## src/rtl/riscv_pkg.sv

```systemverilog
// Shared core definitions: machine word width and the skid-buffer occupancy encoding.
package riscv_pkg;

  localparam int unsigned XLEN = 32;

  // Occupancy of a two-entry skid stage: nothing held, main only, main plus skid.
  typedef enum logic [1:0] {
    SK_EMPTY = 2'd0,
    SK_ONE   = 2'd1,
    SK_FULL  = 2'd2
  } skid_state_t;

endpackage : riscv_pkg

```

## src/rtl/pipe_skid.sv

```systemverilog
// Two-entry valid/ready skid buffer. The main register drives the output.
// The skid register catches the one beat that arrives while the consumer stalls.
// Upstream ready depends only on registered state and flush, so ready paths
// between pipeline stages are cut.
module pipe_skid
  import riscv_pkg::*;
#(
  parameter int unsigned W = XLEN
) (
  input  logic         clk,
  input  logic         reset,
  input  logic         flush,
  input  logic         in_valid,
  output logic         in_ready,
  input  logic [W-1:0] in_data,
  output logic         out_valid,
  input  logic         out_ready,
  output logic [W-1:0] out_data
);

  skid_state_t  state_q, state_d;
  logic [W-1:0] main_q, main_d;
  logic [W-1:0] skid_q, skid_d;
  logic         valid_q, valid_d;
  logic         in_fire_s;
  logic         out_fire_s;

  // Handshake qualifiers; in_ready is blocked while both entries are held or a flush is in progress.
  always_comb begin
    in_ready   = (state_q != SK_FULL) && !flush;
    in_fire_s  = in_valid && in_ready;
    out_fire_s = valid_q && out_ready;
  end

  // Next-state and data-movement decisions; flush overrides every occupancy transition.
  always_comb begin
    state_d = state_q;
    main_d  = main_q;
    skid_d  = skid_q;
    if (flush) begin
      // Data registers are left alone; they are invisible once out_valid drops.
      state_d = SK_EMPTY;
    end else begin
      case (state_q)
        SK_EMPTY: begin
          if (in_fire_s) begin
            main_d  = in_data;
            state_d = SK_ONE;
          end else begin
            state_d = SK_EMPTY;
          end
        end
        SK_ONE: begin
          if (in_fire_s && out_fire_s) begin
            main_d  = in_data;
            state_d = SK_ONE;
          end else if (in_fire_s) begin
            skid_d  = in_data;
            state_d = SK_FULL;
          end else if (out_fire_s) begin
            state_d = SK_EMPTY;
          end else begin
            state_d = SK_ONE;
          end
        end
        SK_FULL: begin
          if (out_fire_s) begin
            main_d  = skid_q;
            state_d = SK_ONE;
          end else begin
            state_d = SK_FULL;
          end
        end
        default: begin
          // Unreachable encoding: recover to a clean empty stage.
          state_d = SK_EMPTY;
        end
      endcase
    end
    valid_d = (state_d != SK_EMPTY);
  end

  // Occupancy and output-valid registers.
  always_ff @(posedge clk or posedge reset) begin
    if (reset) begin
      state_q <= SK_EMPTY;
      valid_q <= 1'b0;
    end else begin
      state_q <= state_d;
      valid_q <= valid_d;
    end
  end

  // Main data register; it feeds out_data directly.
  always_ff @(posedge clk or posedge reset) begin
    if (reset) begin
      main_q <= '0;
    end else begin
      main_q <= main_d;
    end
  end

  // Skid data register; it holds the beat that is accepted while the consumer stalls.
  always_ff @(posedge clk or posedge reset) begin
    if (reset) begin
      skid_q <= '0;
    end else begin
      skid_q <= skid_d;
    end
  end

  assign out_valid = valid_q;
  assign out_data  = main_q;

endmodule : pipe_skid

```

## config.mk

```make
export PLATFORM = sky130hd
export DESIGN_NAME = pipe_skid
export DESIGN_NICKNAME = d
export VERILOG_FILES = /design/src/rtl/riscv_pkg.sv /design/src/rtl/pipe_skid.sv
export SDC_FILE = /design/constraint.sdc
export NUM_CORES = 1
export LEC_CHECK = 0
export CORE_ASPECT_RATIO = 0.5
export CORE_UTILIZATION = 35
export DETAILED_ROUTE_END_ITERATION = 12
export PLACE_DENSITY = 0.63
export SYNTH_ARGS = -nofsm -noshare
export SYNTH_HDL_FRONTEND = slang
export SYNTH_SLANG_ARGS = --single-unit
```

## constraint.sdc

```tcl
create_clock -name clk -period 5.2 [get_ports clk]
set_input_delay 1.56 -clock clk [delete_from_list [all_inputs] [get_ports clk]]
set_output_delay 1.56 -clock clk [all_outputs]
set_load 0.05 [all_outputs]
```

Word level (Yosys, flattened, before mapping)
Cells that the tools add are included.

word-level totals
  bits in registers = 67
  latch bits = 0
  RAM bits = 0
  bits in read-only memories = 0
  input bits = 37
  output and inout port bits = 34
  logic and storage cells = 33
  memories = 0

cells by class
  add/sub/neg operators = 0
  $mul = 0
  div/mod/pow operators = 0
  $lt $le $gt $ge = 0
  equality and inequality tests = 6
  shift-type cells = 0
  muxes and demuxes = 11
  bitwise gates (word level) = 2
  reductions and logical operators = 10

operator list
  operator                                                         count
  32-bit 2-to-1 mux                                                3
  32-bit one-hot mux with 3 select lines                           1
  2-bit 2-to-1 mux                                                 4
  2-bit inequality test, second input constant                     4
  2-bit one-hot mux with 3 select lines                            1
  5-bit AND reduction                                              1
  1-bit logical AND                                                4
  4-bit AND reduction                                              1
  3-bit nonzero test                                               1
  2-bit by 1-bit == test with 1-bit output, second input constant  1
  2-bit == test, second input constant                             1
  2-bit zero test                                                  1
  1-bit 2-to-1 mux                                                 2
  1-bit inverter                                                   2
  2-bit nonzero test                                               1
  1-bit zero test                                                  1

Depth between registers and ports, before layout
Gate-level depths: netlist (run 1).

  word-level depth = 8
  depth in mapped cells = 11
  depth with buffers taken out = 8

Least setup slack after synthesis (run 1)
No wires, ideal clock.

  kind = in2out
  start point = input flush
  end point = output in_ready
  data arrival time = 2.232 ns
  path slack = 1.408 ns
  stages on the path = 1
  path buffers = 0
  cells stage by stage = nor2_1

on the way
  word-level cells in the longest chain between the ends = 2

RTL lines
  element             line             text
  start: declaration  pipe_skid.sv:12  input logic flush,
  1-bit zero test     pipe_skid.sv:30  in_ready = (state_q != SK_FULL) && !flush;
  1-bit logical AND   pipe_skid.sv:30
  end: declaration    pipe_skid.sv:14  output logic in_ready,

Every way passes these cells.

Final worst setup path (run 1)
Ends and elaborated chain as after synthesis.

==> results of run 1 <==
how the worst min path moves through the flow:
stage,from,end,slack [ns],cells after the start
6_report,out_data[19]$_DFFE_PP0P_,out_data[19]$_DFFE_PP0P_,0.49,1
5_1_grt,out_data[16]$_DFFE_PP0P_,out_data[16]$_DFFE_PP0P_,0.50,1
4_1_cts,out_data[16]$_DFFE_PP0P_,out_data[16]$_DFFE_PP0P_,0.49,1
3_5_place_dp,out_data[19]$_DFFE_PP0P_,out_data[19]$_DFFE_PP0P_,0.48,1
3_3_place_gp,out_data[17]$_DFFE_PP0P_,out_data[17]$_DFFE_PP0P_,0.48,1
2_1_floorplan,skid_q[1]$_DFFE_PP0P_,skid_q[1]$_DFFE_PP0P_,0.48,1
per-stage QoR:
stage | hold slack (ns) | cells | utilization | area (um^2) | worst slack [ns]
floorplan | 0.4805 | 265 | - | 3174 | 1.408
global placement | 0.4770 | 443 | 0.4492 | 3925 | 0.5570
detailed placement | 0.4823 | 443 | 0.4492 | 3925 | 0.5416
CTS | 0.4929 | 458 | 0.4834 | 4224 | 0.5241
global route | 0.4962 | 458 | 0.4834 | 4224 | 0.4831
finish | 0.4898 | 458 | 0.4834 | 4224 | 0.5351
where the power goes:
part	switching [uW]	leakage [uW]	internal (uW)
Combinational	365	0.000985	304
Sequential	82.8	0.000799	670
Clock	208	0.000151	384
state kept, by name (all words and copies together), names as in the netlist:
name,count
out_data,32
out_valid,1
skid_q,32
state_q,2
cell type report:
class | count | area share
flip-flops and latches | 67 | 0.3969
multi-input cells | 181 | 0.3202
repair buffers | 75 | 0.1748
clock buffers | 14 | 0.06961
well taps | 117 | 0.03466
inverters | 3 | 0.002666
clock inverters | 1 | 0.001185
cells by family (layout without fill, tap and decap cells):
group | after synthesis | after routing
fa+ha+maj | 2 | 2
buf+inv | 17 | 93
flops | 67 | 67
compound gates | 8 | 8
simple gates | 106 | 106
mux | 65 | 65
routing by layer:
metal | share of wire | vias to the layer above | wire length, um
met3 | 0.051 | 9 | 338
met4 | 0.011 | 0 | 74
met5 | 0 | - | 0
met2 | 0.49 | 47 | 3239
li1 | - | 1011 | -
met1 | 0.45 | 1054 | 2929
worst max-delay path: stages:
cell,delay (ns)
clkdlybuf4s50_1,0.52
nor2_1,0.18
clkdlybuf4s50_1,0.84
placed cells by master (no fill, tap or decap), drive strengths merged, types with 2 or more instances in the layout:
master,synthesis,final
nand2,97,97
nor2b,2,2
clkbuf,2,14
inv,3,3
ha,2,2
dfrtp,67,67
buf,12,5
clkdlybuf4s50,0,70
mux2,65,65
a21oi,2,2
nor2,4,4
o21ai,3,3
==> reports/metrics.yaml, run 1 <==
status: "complete, no violations"
tns_ns: 0
post_cts_buffers: 0
synth.top_cells.by_area: "dfrtp_1 (53%), mux2_4 (14%), nand2_1 (11%)"
startpoint_type: "primary input"
die_h_um: 69.34
synth_edf_count: 0
r2r.worst_path.cells: 8
rsz0062_at_grt: "false"
finClkSkew_ns: 0.005400
synthXorXnorAreaFrac: 0
power_per_cell_area_nw_per_um2: 476.8
routed_wl_mm: 6.582
synthTopCellsByCount: "nand2_1 (97), dfrtp_1 (67), mux2_4 (30), mux2_2 (29), mux2_1 (6)"
wire_per_inst_um: 14.37
synth_area_leader_cell: "dfrtp_1"
ant_nets: 0
reg2reg_slack_ns: 2.54
met3_usage: 0.05556
fin_crit_sh: 0.8971
yosysWarnings: 0
clock_path_buffers: 2
synth-seq-area-share: 0.5282
io_pins: 71
syn_area_um2: 3174
synth-adder-area-share: 0.007883
start_util: 0.3633
grt_max_degree: 38
totalPowerFinal_uw: 2014
dr_total_vias: 2121
slew_headroom: 0.4770
synthFlopType: "dfrtp_1"
top_usage_layer: "met2"
nets: 376
r2r_start: "state_q[1]$_DFF_PP0_"
grtUsageMet1: 0.1740
path_clk_slew_ns: 0.05
die_x_um: 136.7
multi_input_area_um2: 1353
grt_pass1_vias: 2237
clock_latency_ns: 0.33
synth_top_area_frac: 0.5282
area_delta_synth_final_pct: 33.07
n_antenna_cell: 0
worstPathRequired_ns: 3.64
place.gp.congestion: 0.7340
grt_pass1_wl_mm: 10.83
cts_htree_levels: 3
cts_tree: "done"
synth_seq_cells: 67
synth-compound-area-share: 0.02089
hold_viol: 0
grt_remaining_overflow: 0
synth_mux_area_frac: 0.2661
worstSetupStartpoint: "flush"
root_buffer: "clkbuf_16"
period_minus_slack_ns: 4.665
report.final.slew_viol_count: 0
synthArstFlopShare: 1.000
critical_path_class: "primary input to primary output"
track_usage: 0.1510
peakVddDrop_mv: 0.1948
p_leak_uw: 0.001935
cts-buffers-inserted: 9
synth.most_common_cell: "nand2_1"
ys_types: 23
synthCells: 265
hpwlAfterDp_mm: 4.467
met2_usage: 0.2566
tightest_slew_ns: 0.7833
syn_area_per_cell_um2: 11.98
die-area_um2: 9477
synth_nets: 304
core_area_um2: 8738
drive_gt1_frac: 0.2463
critical_path_arrival_ns: 3.10
endpoint_kind: "primary output"
rows: 24
cp_max_fo: 6
cp-endpoint: "in_ready"
drc: 0
synth_top_family_by_area: "multiplexers"
max_freq_ghz: 0.2144
fillers: 785
drv_cap: 0
cts_resized: 0
reg2reg_to: "skid_q[1]$_DFFE_PP0P_"
dr.pass1.iters: 4
cts_hold_repair.buffers: 0
drtIter0Drc: 61
io_buffers: 70
hp-class: "flop to flop"
viasPerCell: 4.631
cts_sinks: 67
antenna_found_initial: 0
regArea_um2: 1677
yosys.area_share.simple: 0.1301
setup_viol: 0
No activity file was read; power rests on OpenSTA's default activity.
==> run 2, diff against run 1 <==
--- a/config.mk
+++ b/config.mk
@@ -9,6 +9,7 @@
 export CORE_UTILIZATION = 35
 export DETAILED_ROUTE_END_ITERATION = 12
 export PLACE_DENSITY = 0.63
+export SKIP_CTS_REPAIR_TIMING = 1
 export SYNTH_ARGS = -nofsm -noshare
 export SYNTH_HDL_FRONTEND = slang
 export SYNTH_SLANG_ARGS = --single-unit
==> constraint.sdc (replaced) <==
create_clock -name clk -period 4.3 [get_ports clk]
set_input_delay 1.29 -clock clk [delete_from_list [all_inputs] [get_ports clk]]
set_output_delay 1.29 -clock clk [all_outputs]
set_load 0.05 [all_outputs]
==> run 2 against run 1 <==
Net effect: utilization decreased by 0.23 points; clock skew decreased by 0.00054 ns; final cell count increased by 0.44%; flip-flop and latch count unchanged; global-route usage increased by 0.94 points; count of clock-buffer cells in the layout unchanged; via count decreased by 0.94%; routed wire length decreased by 0.65%; highest routed layer unchanged.
==> reports/metrics.yaml, run 2 (synthesis results as in run 1) <==
p_seq_frac: 0.379  # +0.005
tns_ns: 0  # unchanged
drc: 0  # unchanged
path_clk_slew_ns: 0.05  # about the same
cp_max_fo: 6  # unchanged
p_sw_uw: 798.2  # +22%
status: "complete, no violations"
io_pins: 71  # unchanged
slew_headroom: 0.1357  # -0.3413
drive_gt1_frac: 0.2449  # -0.001436
hp-class: "flop to flop"
cts_tree: "done"
power_frac_clock: 0.283  # -0.011
nets: 377  # +0.27%
power_per_cell_area_nw_per_um2: 570.1  # +20%
grt_remaining_overflow: 0  # unchanged
tightest_slew_ns: 1.296  # +0.5131 ns
p_leak_uw: 0.001928  # -0.37%
highest_layer: "met4"
place.gp.congestion: 0.7761  # +5.7%
viasPerCell: 4.567  # -1.4%
post-place-cells: 444  # +0.23%
period_minus_slack_ns: 3.494
clock_latency_ns: 0.32  # about the same
hold_ws_ns: 0.4852  # -0.004638 ns
peakVddDrop_mv: 0.2384  # +22%
final_cells: 460  # +0.44%
routed_wl_mm: 6.539  # -0.65%
report.final.slew_viol_count: 0  # unchanged
layout_commonest_cell: "nand2_1"
layout_common_cells: "nand2_1 (97), clkdlybuf4s50_1 (69), dfrtp_1 (67)"
die-area_um2: 9477  # unchanged
cts_sinks: 67  # unchanged
rsz0062_at_grt: "false"
dr_total_vias: 2101  # -0.94%
dr_wl_met2_mm: 3.204  # -1.1%
setup_viol: 0  # unchanged
clock_path_buffers: 2  # unchanged
grt_pass1_wl_mm: 11.59  # +7.0%
die_h_um: 69.34  # unchanged
internal-power_uw: 1599  # +18%
wire_per_inst_um: 14.22  # -1.1%
endpoint_kind: "primary output"
area_delta_synth_final_pct: 32.44
drv_cap: 0  # unchanged
hpwlAfterDp_mm: 4.474  # +0.15%
start_util: 0.3633  # unchanged
critical_path_class: "primary input to primary output"
worstPathRequired_ns: 3.01  # -0.63 ns
swShare: 0.3330  # +0.007418
drtIter0Drc: 94  # +54%
io_buffers: 70  # unchanged
die_x_um: 136.7  # unchanged
ant_nets: 0  # unchanged
n_antenna_cell: 0  # unchanged
combinationalPowerShare: 0.339  # +0.007
root_buffer: "clkbuf_16"
dr.pass1.iters: 4  # unchanged
cts-buffers-inserted: 9  # unchanged
startpoint_type: "primary input"
wl_met3_um: 308  # -8.9%
fin_crit_sh: 0.8126
antenna_found_initial: 0  # unchanged
max_freq_ghz: 0.2862
finClkSkew_ns: 0.004861  # -0.0005389 ns
critical_path_arrival_ns: 2.20  # -0.90 ns
track_usage: 0.1604  # +0.009420
wl_met1_mm: 2.955  # +0.89%
core_area_um2: 8738  # unchanged
grt_max_degree: 37  # -2.6%
cts_htree_levels: 3  # unchanged
hold_viol: 0  # unchanged
grt_pass1_vias: 2341  # +4.6%
rows: 24  # unchanged
-- run 2: cell types whose count changed in the layout (fill, tap and decap cells not counted) --
cell	before	now
clkbuf_8	5	2
clkdlybuf4s50_1	70	69
buf_4	5	7
clkbuf_1	0	3
clkinv_2	1	2
-- run 2: worst max-delay path, cell delays in order --
cell and delay, ns:
clkdlybuf4s50_1 0.51, nor2_1 0.18, buf_4 0.22
-- run 2: through the flow --
stage,total power [uW],setup slack (ns),utilization,instance area [um^2]
after floorplan,1470,0.9156,-,3174
after global placement,1712,0.7550,0.4497,3930
after detailed placement,1732,0.6497,0.4497,3930
after CTS,2425,0.7974,0.4811,4204
after global routing,2516,0.7003,0.4811,4204
final,2397,0.8058,0.4811,4204
-- run 2: final cells by class --
class / instances / area (um^2)
Sequential cell: 67 / 1677
Clock inverter: 2 / 10.01
Tap cell: 117 / 146.4
Multi-Input combinational cell: 181 / 1353
Inverter: 3 / 11.26
Clock buffer: 14 / 264.0
Fill cell: 778 / 4534
Timing Repair Buffer: 76 / 743.2
-- run 2: power by group through the flow --
| stage | logic [uW] | registers (uW) | clock network, uW |
|---|---|---|---|
| 3_5_place_dp | 819 | 913 | 0 |
| 6_report | 811 | 907 | 678 |
| 5_1_grt | 857 | 932 | 727 |
| 2_1_floorplan | 283 | 1190 | 0 |
| 4_1_cts | 820 | 909 | 696 |
| 3_3_place_gp | 802 | 910 | 0 |
-- run 2: layer usage --
layer	track usage	vias to the layer above
met1	0.2004	1039
met2	0.2578	43
li1	-	1012
met4	0.05802	0
met5	0	-
met3	0.05409	7
-- run 2: final timing paths --
kind | start | end | slack [ns] | cells after the start
min reg2reg | out_data[11]$_DFFE_PP0P_ | out_data[11]$_DFFE_PP0P_ | 0.49 | 1
max reg2reg | state_q[1]$_DFF_PP0_ | out_data[21]$_DFFE_PP0P_ | 1.84 | 9
max in group asynchronous | reset | skid_q[7]$_DFFE_PP0P_ | 2.46 | 3
min in group asynchronous | reset | out_data[3]$_DFFE_PP0P_ | 1.17 | 2
min | out_data[11]$_DFFE_PP0P_ | out_data[11]$_DFFE_PP0P_ | 0.49 | 1
max | flush | in_ready | 0.81 | 3
